[config.mk]
export PLATFORM = sky130hd
export DESIGN_NAME = bullet_hit_detector_flat
export DESIGN_NICKNAME = d
export VERILOG_FILES = /design/src/rtl/game_pkg.sv /design/src/rtl/bullet_hit_detector_if.sv /design/src/rtl/frame_tick.sv /design/src/rtl/bullet_hit_detector.sv /design/src/flat_wrapper.sv
export SDC_FILE = /design/constraint.sdc
export NUM_CORES = 1
export LEC_CHECK = 0
export ABC_CLOCK_PERIOD_IN_PS = 2150
export CELL_PAD_IN_SITES_DETAIL_PLACEMENT = 1
export CELL_PAD_IN_SITES_GLOBAL_PLACEMENT = 2
export CORE_MARGIN = 8
export CORE_UTILIZATION = 27
export CTS_BUF_LIST = sky130_fd_sc_hd__clkbuf_16
export DETAILED_ROUTE_END_ITERATION = 6
export GPL_TIMING_DRIVEN = 0
export PLACE_DENSITY = 0.75
export SYNTH_ARGS = -nofsm -noshare
export SYNTH_HDL_FRONTEND = slang
export SYNTH_SLANG_ARGS = --single-unit
[constraint.sdc]
create_clock -name Pclk -period 2.15 [get_ports Pclk]
set_input_delay 0.43 -clock Pclk [delete_from_list [all_inputs] [get_ports Pclk]]
set_output_delay 0.43 -clock Pclk [all_outputs]
set_load 0.1 [all_outputs]
[src/rtl/game_pkg.sv]
// rtl/game_pkg.sv - shared screen constants, player state encoding and HP helpers
package game_pkg;

    localparam int X_LAST  = 639;   // last active x coordinate
    localparam int Y_LAST  = 479;   // last active y coordinate
    localparam int COORD_W = 10;    // raster coordinate width
    localparam int HP_W    = 8;     // hit point register width

    typedef enum logic [1:0] {
        ALIVE,
        INVULN,
        DEAD
    } state_t;

    // Saturating unsigned subtract: damage larger than the remaining HP floors at 0.
    function automatic logic [HP_W-1:0] sat_sub(input logic [HP_W-1:0] a,
                                                input logic [HP_W-1:0] b);
        return (a > b) ? (a - b) : '0;
    endfunction

endpackage

[src/rtl/bullet_hit_detector_if.sv]
// rtl/bullet_hit_detector_if.sv - raster/sprite inputs and player status outputs of the hit detector
// master: sprite/raster side (drives xx, yy, aactive, heart_on, bullet_on; reads status)
// slave : hit detector (reads pixel stream; drives hp, hit_pulse, hit_mask, invuln, heart_visible, game_over)
interface bullet_hit_detector_if #(
    parameter int N_BULLETS = 4
) ();
    import game_pkg::*;

    logic [COORD_W-1:0]   xx;
    logic [COORD_W-1:0]   yy;
    logic                 aactive;
    logic                 heart_on;
    logic [N_BULLETS-1:0] bullet_on;

    logic [HP_W-1:0]      hp;
    logic                 hit_pulse;
    logic [N_BULLETS-1:0] hit_mask;
    logic                 invuln;
    logic                 heart_visible;
    logic                 game_over;

    modport master (
        output xx, yy, aactive, heart_on, bullet_on,
        input  hp, hit_pulse, hit_mask, invuln, heart_visible, game_over
    );

    modport slave (
        input  xx, yy, aactive, heart_on, bullet_on,
        output hp, hit_pulse, hit_mask, invuln, heart_visible, game_over
    );
endinterface

[src/rtl/frame_tick.sv]
// rtl/frame_tick.sv - one-cycle frame_end strobe on the pixel-delayed raster position
// Ports: Pclk, rst_n (sync active-low); xx/yy/aactive raw raster position;
//        aactive_d delayed active flag; frame_end high while the delayed position is (X_END, Y_END).
module frame_tick
    import game_pkg::*;
#(
    parameter int X_END = X_LAST,
    parameter int Y_END = Y_LAST
) (
    input  logic               Pclk,
    input  logic               rst_n,
    input  logic [COORD_W-1:0] xx,
    input  logic [COORD_W-1:0] yy,
    input  logic               aactive,
    output logic               aactive_d,
    output logic               frame_end
);
    logic [COORD_W-1:0] xx_d;
    logic [COORD_W-1:0] yy_d;

    // One stage of delay so the position lines up with the registered sprite flags.
    always_ff @(posedge Pclk) begin
        if (!rst_n) begin
            xx_d      <= '0;
            yy_d      <= '0;
            aactive_d <= 1'b0;
        end else begin
            xx_d      <= xx;
            yy_d      <= yy;
            aactive_d <= aactive;
        end
    end

    assign frame_end = (xx_d == COORD_W'(X_END)) && (yy_d == COORD_W'(Y_END));

endmodule

[src/rtl/bullet_hit_detector.sv]
// rtl/bullet_hit_detector.sv - heart/bullet overlap detection, HP, invulnerability blink and game over
// Ports: Pclk, rst_n (sync active-low); bus (slave): pixel position, heart_on, bullet_on in;
//        hp, hit_pulse, hit_mask, invuln, heart_visible, game_over out.
module bullet_hit_detector #(
    parameter int N_BULLETS     = 4,
    parameter int HP_INIT       = 20,
    parameter int DAMAGE        = 3,
    parameter int INVULN_FRAMES = 60,
    parameter int BLINK_FRAMES  = 4,
    parameter int X_LAST        = game_pkg::X_LAST,
    parameter int Y_LAST        = game_pkg::Y_LAST
) (
    input  logic                   Pclk,
    input  logic                   rst_n,
    bullet_hit_detector_if.slave   bus
);
    import game_pkg::HP_W;
    import game_pkg::state_t;
    import game_pkg::ALIVE;
    import game_pkg::INVULN;
    import game_pkg::DEAD;
    import game_pkg::sat_sub;

    localparam int CNT_W = $clog2(INVULN_FRAMES + 1);
    localparam int BLK_W = $clog2(BLINK_FRAMES + 1);

    logic aactive_d;
    logic frame_end;

    frame_tick #(
        .X_END (X_LAST),
        .Y_END (Y_LAST)
    ) u_frame_tick (
        .Pclk      (Pclk),
        .rst_n     (rst_n),
        .xx        (bus.xx),
        .yy        (bus.yy),
        .aactive   (bus.aactive),
        .aactive_d (aactive_d),
        .frame_end (frame_end)
    );

    state_t               state, state_nx;
    logic [HP_W-1:0]      hp_q, hp_nx;
    logic                 pulse_q, pulse_nx;
    logic                 vis_q, vis_nx;
    logic [CNT_W-1:0]     cnt_q, cnt_nx;
    logic [BLK_W-1:0]     blk_q, blk_nx;
    logic [N_BULLETS-1:0] acc_mask, hit_mask_q;
    logic [N_BULLETS-1:0] pix_mask, frame_mask;

    // The frame-end pixel itself still counts toward the frame it closes.
    assign pix_mask   = bus.bullet_on & {N_BULLETS{bus.heart_on & aactive_d}};
    assign frame_mask = acc_mask | pix_mask;

    always_comb begin
        state_nx = state;
        hp_nx    = hp_q;
        pulse_nx = 1'b0;
        vis_nx   = vis_q;
        cnt_nx   = cnt_q;
        blk_nx   = blk_q;
        if (frame_end) begin
            case (state)
                ALIVE: begin
                    if (|frame_mask) begin
                        hp_nx    = sat_sub(hp_q, HP_W'(DAMAGE));
                        pulse_nx = 1'b1;
                        blk_nx   = '0;
                        if (hp_nx == '0) begin
                            state_nx = DEAD;
                        end else begin
                            state_nx = INVULN;
                            cnt_nx   = CNT_W'(INVULN_FRAMES - 1);
                        end
                    end
                end
                INVULN: begin
                    // Expiry frame ignores collisions; damage resumes next frame.
                    if (cnt_q <= CNT_W'(1)) begin
                        state_nx = ALIVE;
                        cnt_nx   = '0;
                        vis_nx   = 1'b1;
                    end else begin
                        cnt_nx = cnt_q - CNT_W'(1);
                        // blk_q counts INVULN frame ends modulo BLINK_FRAMES.
                        if (blk_q == BLK_W'(BLINK_FRAMES - 1)) begin
                            blk_nx = '0;
                            vis_nx = ~vis_q;
                        end else begin
                            blk_nx = blk_q + BLK_W'(1);
                        end
                    end
                end
                DEAD: begin
                    vis_nx = 1'b1;
                end
                default: begin
                    state_nx = ALIVE;
                end
            endcase
        end
    end

    always_ff @(posedge Pclk) begin
        if (!rst_n) begin
            state      <= ALIVE;
            hp_q       <= HP_W'(HP_INIT);
            pulse_q    <= 1'b0;
            vis_q      <= 1'b1;
            cnt_q      <= '0;
            blk_q      <= '0;
            acc_mask   <= '0;
            hit_mask_q <= '0;
        end else begin
            state   <= state_nx;
            hp_q    <= hp_nx;
            pulse_q <= pulse_nx;
            vis_q   <= vis_nx;
            cnt_q   <= cnt_nx;
            blk_q   <= blk_nx;
            if (frame_end) begin
                acc_mask   <= '0;
                hit_mask_q <= frame_mask;
            end else begin
                acc_mask   <= frame_mask;
            end
        end
    end

    assign bus.hp            = hp_q;
    assign bus.hit_pulse     = pulse_q;
    assign bus.hit_mask      = hit_mask_q;
    assign bus.invuln        = (state == INVULN);
    assign bus.heart_visible = vis_q;
    assign bus.game_over     = (state == DEAD);

endmodule

[src/flat_wrapper.sv]
// flat-port wrapper written by rule: the top's interface ports become plain ports
module bullet_hit_detector_flat import game_pkg::HP_W; import game_pkg::state_t; import game_pkg::ALIVE; import game_pkg::INVULN; import game_pkg::DEAD; import game_pkg::sat_sub;
#(
    parameter int N_BULLETS     = 4,
    parameter int HP_INIT       = 20,
    parameter int DAMAGE        = 3,
    parameter int INVULN_FRAMES = 60,
    parameter int BLINK_FRAMES  = 4,
    parameter int X_LAST        = game_pkg::X_LAST,
    parameter int Y_LAST        = game_pkg::Y_LAST
)
  (Pclk, rst_n, bus_xx, bus_yy, bus_aactive, bus_heart_on, bus_bullet_on, bus_hp, bus_hit_pulse, bus_hit_mask, bus_invuln, bus_heart_visible, bus_game_over);
  bullet_hit_detector_if #(.N_BULLETS(N_BULLETS)) bus_i ();
  input  logic Pclk;
  input  logic rst_n;
  input wire logic [$bits(bus_i.xx)-1:0] bus_xx;
  input wire logic [$bits(bus_i.yy)-1:0] bus_yy;
  input wire logic [$bits(bus_i.aactive)-1:0] bus_aactive;
  input wire logic [$bits(bus_i.heart_on)-1:0] bus_heart_on;
  input wire logic [$bits(bus_i.bullet_on)-1:0] bus_bullet_on;
  output wire logic [$bits(bus_i.hp)-1:0] bus_hp;
  output wire logic [$bits(bus_i.hit_pulse)-1:0] bus_hit_pulse;
  output wire logic [$bits(bus_i.hit_mask)-1:0] bus_hit_mask;
  output wire logic [$bits(bus_i.invuln)-1:0] bus_invuln;
  output wire logic [$bits(bus_i.heart_visible)-1:0] bus_heart_visible;
  output wire logic [$bits(bus_i.game_over)-1:0] bus_game_over;
  assign bus_i.xx = bus_xx;
  assign bus_i.yy = bus_yy;
  assign bus_i.aactive = bus_aactive;
  assign bus_i.heart_on = bus_heart_on;
  assign bus_i.bullet_on = bus_bullet_on;
  assign bus_hp = bus_i.hp;
  assign bus_hit_pulse = bus_i.hit_pulse;
  assign bus_hit_mask = bus_i.hit_mask;
  assign bus_invuln = bus_i.invuln;
  assign bus_heart_visible = bus_i.heart_visible;
  assign bus_game_over = bus_i.game_over;
  bullet_hit_detector #(.N_BULLETS(N_BULLETS), .HP_INIT(HP_INIT), .DAMAGE(DAMAGE), .INVULN_FRAMES(INVULN_FRAMES), .BLINK_FRAMES(BLINK_FRAMES), .X_LAST(X_LAST), .Y_LAST(Y_LAST)) u_core (.Pclk(Pclk), .rst_n(rst_n), .bus(bus_i));
endmodule
==> results.toml <==
[synth]
synth.yosys.seq_area_share = 0.478
syn-instance-count = 234
synth_edf_count = 0
netlist_area_um2 = 2100
synth_area_per_cell_um2 = 8.96
synth_cell_type_count = 48
syn-num-nets = 266
synthArstFlopShare = 0
synth_warnings = 0
synth-seq-cells = 50
ys.flop_type = "dfxtp_1"

[min_path]
holdPathStages = 3
holdPathEnd = "u_core.acc_mask[1]"
hold_path_class = "input port to flop"
min-delay-start = "bus_bullet_on[1]"

[route]
drt-total-wl_um = 6160
first_pass_iters = 4
drt_iter0_drc = 57
via_per_inst = 4.80
drc = 0
routedWlPerCell_um = 15.7
final_antenna_net_count = 0
vias = 1883

[run_status]
violations = "setup timing"
outcome = "finished with violations"

[finish]
layout_common_cells = "dfxtp_1, and2_1, nor2_1, clkdlybuf4s50_1, nand2_1"
stdcell_area_um2 = 3010
diodes = 0
layout_commonest_cell = "dfxtp_1"
fin_nets = 321
stdcell_count = 392
n_fill_cell = 885
drive_gt1_frac = 0.183
area_growth_pct = 43.6

[timing]
period_needed_ns = 2.27
post-route-period-util = 1.05
whs_ns = 0.469
hold_viol_final = 0
setup_tns_ns = -0.258
maxSlewViolCount = 0
finalSetupViolations = 6
rsz0062_at_grt = "true"
fmax_ghz = 0.441
finClkSkew_ns = 0.00678
tightest_slew_ns = 0.965
slew-limit-headroom = 0.359
setup_ws_ns = -0.116

[worst_setup_path]
path_cells = "nand4b_1 -> or4_4 -> or2_4 -> a2111o_1 -> or4_4 -> a21oi_2"
crit_top_cell = "or4_4"
crit_fanout = 3
r2r_cells = 6
reg2reg_slack_ns = -0.12
cpLargestDelayFamily = "simple AND/OR/NAND/NOR gates"
path_buf_inv = 0
cpMaxStageDelayCell = "or4_4"
critPathLaunchType = "flop"
rr_startpoint = "u_core.u_frame_tick.xx_d[8]"
worstPathArrival_ns = 2.48
max_stage_delay_ns = 0.56
required_ns = 2.37
critPathKind = "flop to flop"
end_kind = "flop"
r2r-end = "u_core.blk_q[0]"

[placement]
dp.final_hpwl_um = 4330
place_inst = 379
port_buffers = 43
dpl_cell_area_um2 = 2670
gp_congestion = 0.769
pre_cts_slack_ns = -0.679

[floorplan]
die_x_um = 104
io_pins = 44
coreArea_um2 = 7610
fp.dieH_um = 104
initial_core_util = 0.275
design.die.area_um2 = 10800
rows = 32

[grt]
grt_pass1_vias = 2066
grt_start_max_net_pins = 17
antenna_found_initial = 0
grt_pass1_wl_um = 10400
grt_use_total = 0.117
grt_overflow = 0

[power]
p_per_area_nw_per_um2 = 641
p_leak_nw = 1.18
ir_drop_v = 0.000335

[clocking]
clockBufferDepth = 2
tritoncts = "yes"
postCtsHoldBufs = 0
clock_latency_ns = 0.29
h-tree-depth = 2
numCtsBuffers = 5
cts_sinks = 50
cts-root-buf = "clkbuf_16"
clkSlewWorstSetupHoldPaths_ns = 0.07

[flow_run]
drv_cap = 0
[synth_stat cells, types with 2 or more instances]
library cell,n,area share
or3_1,2,0.0060
nand2b_1,3,0.0090
a31oi_1,2,0.0060
nand3_1,2,0.0048
a21oi_1,12,0.029
nand4b_1,5,0.021
o211a_1,2,0.0096
nand3b_1,3,0.011
or4_1,6,0.021
mux2i_1,2,0.0096
nor4b_1,2,0.0084
nor4_1,4,0.012
nor3_1,5,0.012
and2_1,27,0.081
o21ai_0,11,0.026
o22ai_1,2,0.0060
nand2_1,17,0.030
a21o_1,2,0.0072
or2_2,3,0.0090
nor2_1,25,0.045
a211oi_1,3,0.011
ha_1,4,0.024
clkbuf_1,10,0.018
nor2b_1,5,0.015
inv_1,3,0.0054
dfxtp_1,50,0.48
[through the flow]
stage / util / power (W)
2_1_floorplan: - / 0.00101
3_3_place_gp: 0.351 / 0.00108
3_5_place_dp: 0.351 / 0.00108
4_1_cts: 0.384 / 0.00194
5_1_grt: 0.396 / 0.00200
6_report: 0.396 / 0.00193
[how the worst max path moves through the flow]
stage / startpoint / depth (start not counted) / to
after floorplan: u_core.u_frame_tick.yy_d[9] / 7 / u_core.blk_q[0]
after global placement: u_core.state[0] / 4 / bus_invuln
after detailed placement: u_core.state[0] / 4 / bus_invuln
after CTS: u_core.u_frame_tick.xx_d[8] / 8 / u_core.cnt_q[4]
after global routing: u_core.u_frame_tick.xx_d[8] / 6 / u_core.blk_q[0]
final: u_core.u_frame_tick.xx_d[8] / 6 / u_core.blk_q[0]
[registers in the layout, summed over array words and instances (netlist names)]
register,flops
u_core.u_frame_tick.xx_d,10
u_core.cnt_q,6
u_core.bus.hp,8
u_core.bus.heart_visible,1
u_core.u_frame_tick.aactive_d,1
u_core.acc_mask,4
u_core.bus.hit_mask,4
u_core.blk_q,3
u_core.u_frame_tick.yy_d,10
u_core.bus.hit_pulse,1
u_core.state,2
[cell type report]
| class | count | area, um^2 | area share |
|---|---|---|---|
| buffer | 6 | 36.3 | 0.0121 |
| clock buffer | 6 | 150 | 0.0499 |
| clock inverter | 2 | 15.0 | 0.00499 |
| inverter | 4 | 15.0 | 0.00499 |
| multi-input combinational | 169 | 1150 | 0.381 |
| sequential | 50 | 1020 | 0.338 |
| tap | 102 | 128 | 0.0424 |
| timing repair buffer | 53 | 499 | 0.166 |
[logic make-up (layout without fill, tap and decap cells)]
| logic type | Yosys count | count (layout) | share of synthesized area |
|---|---|---|---|
| flops | 50 | 50 | 0.478 |
| xor+xnor | 2 | 2 | 0.00836 |
| buf+inv | 15 | 71 | 0.0275 |
| compound gates | 49 | 49 | 0.157 |
| mux | 3 | 3 | 0.0149 |
| fa+ha+maj | 4 | 4 | 0.0239 |
| simple gates | 111 | 111 | 0.291 |
[where the power goes]
part	internal (W)	switching [W]	leakage, nW	total [W]
sequential	0.000944	0.00000636	0.411	0.000950
clock	0.000502	0.000357	0.0742	0.000860
combinational	0.0000695	0.0000483	0.693	0.000118
total	0.00152	0.000412	1.18	0.00193
[routing by layer]
metal / GRT usage / share of wire / vias up
met5: 0 / 0 / -
li1: - / - / 938
met4: 0.0372 / 0.0078 / 0
met3: 0.0341 / 0.044 / 4
met2: 0.195 / 0.48 / 41
met1: 0.141 / 0.46 / 900
[what timing repair did]
item                                    CTS  global route
pin swaps                                 2            10
setup buffers                             7             3
gates resized for setup                  40            24
endpoints found under the setup margin   36            21
[worst min-delay path, cell delays in order]
cell and delay [ns]:
dlymetal6s2s_1 0.11, a21oi_1 0.08, nor2_1 0.09
No activity file was read; power rests on OpenSTA's default activity.
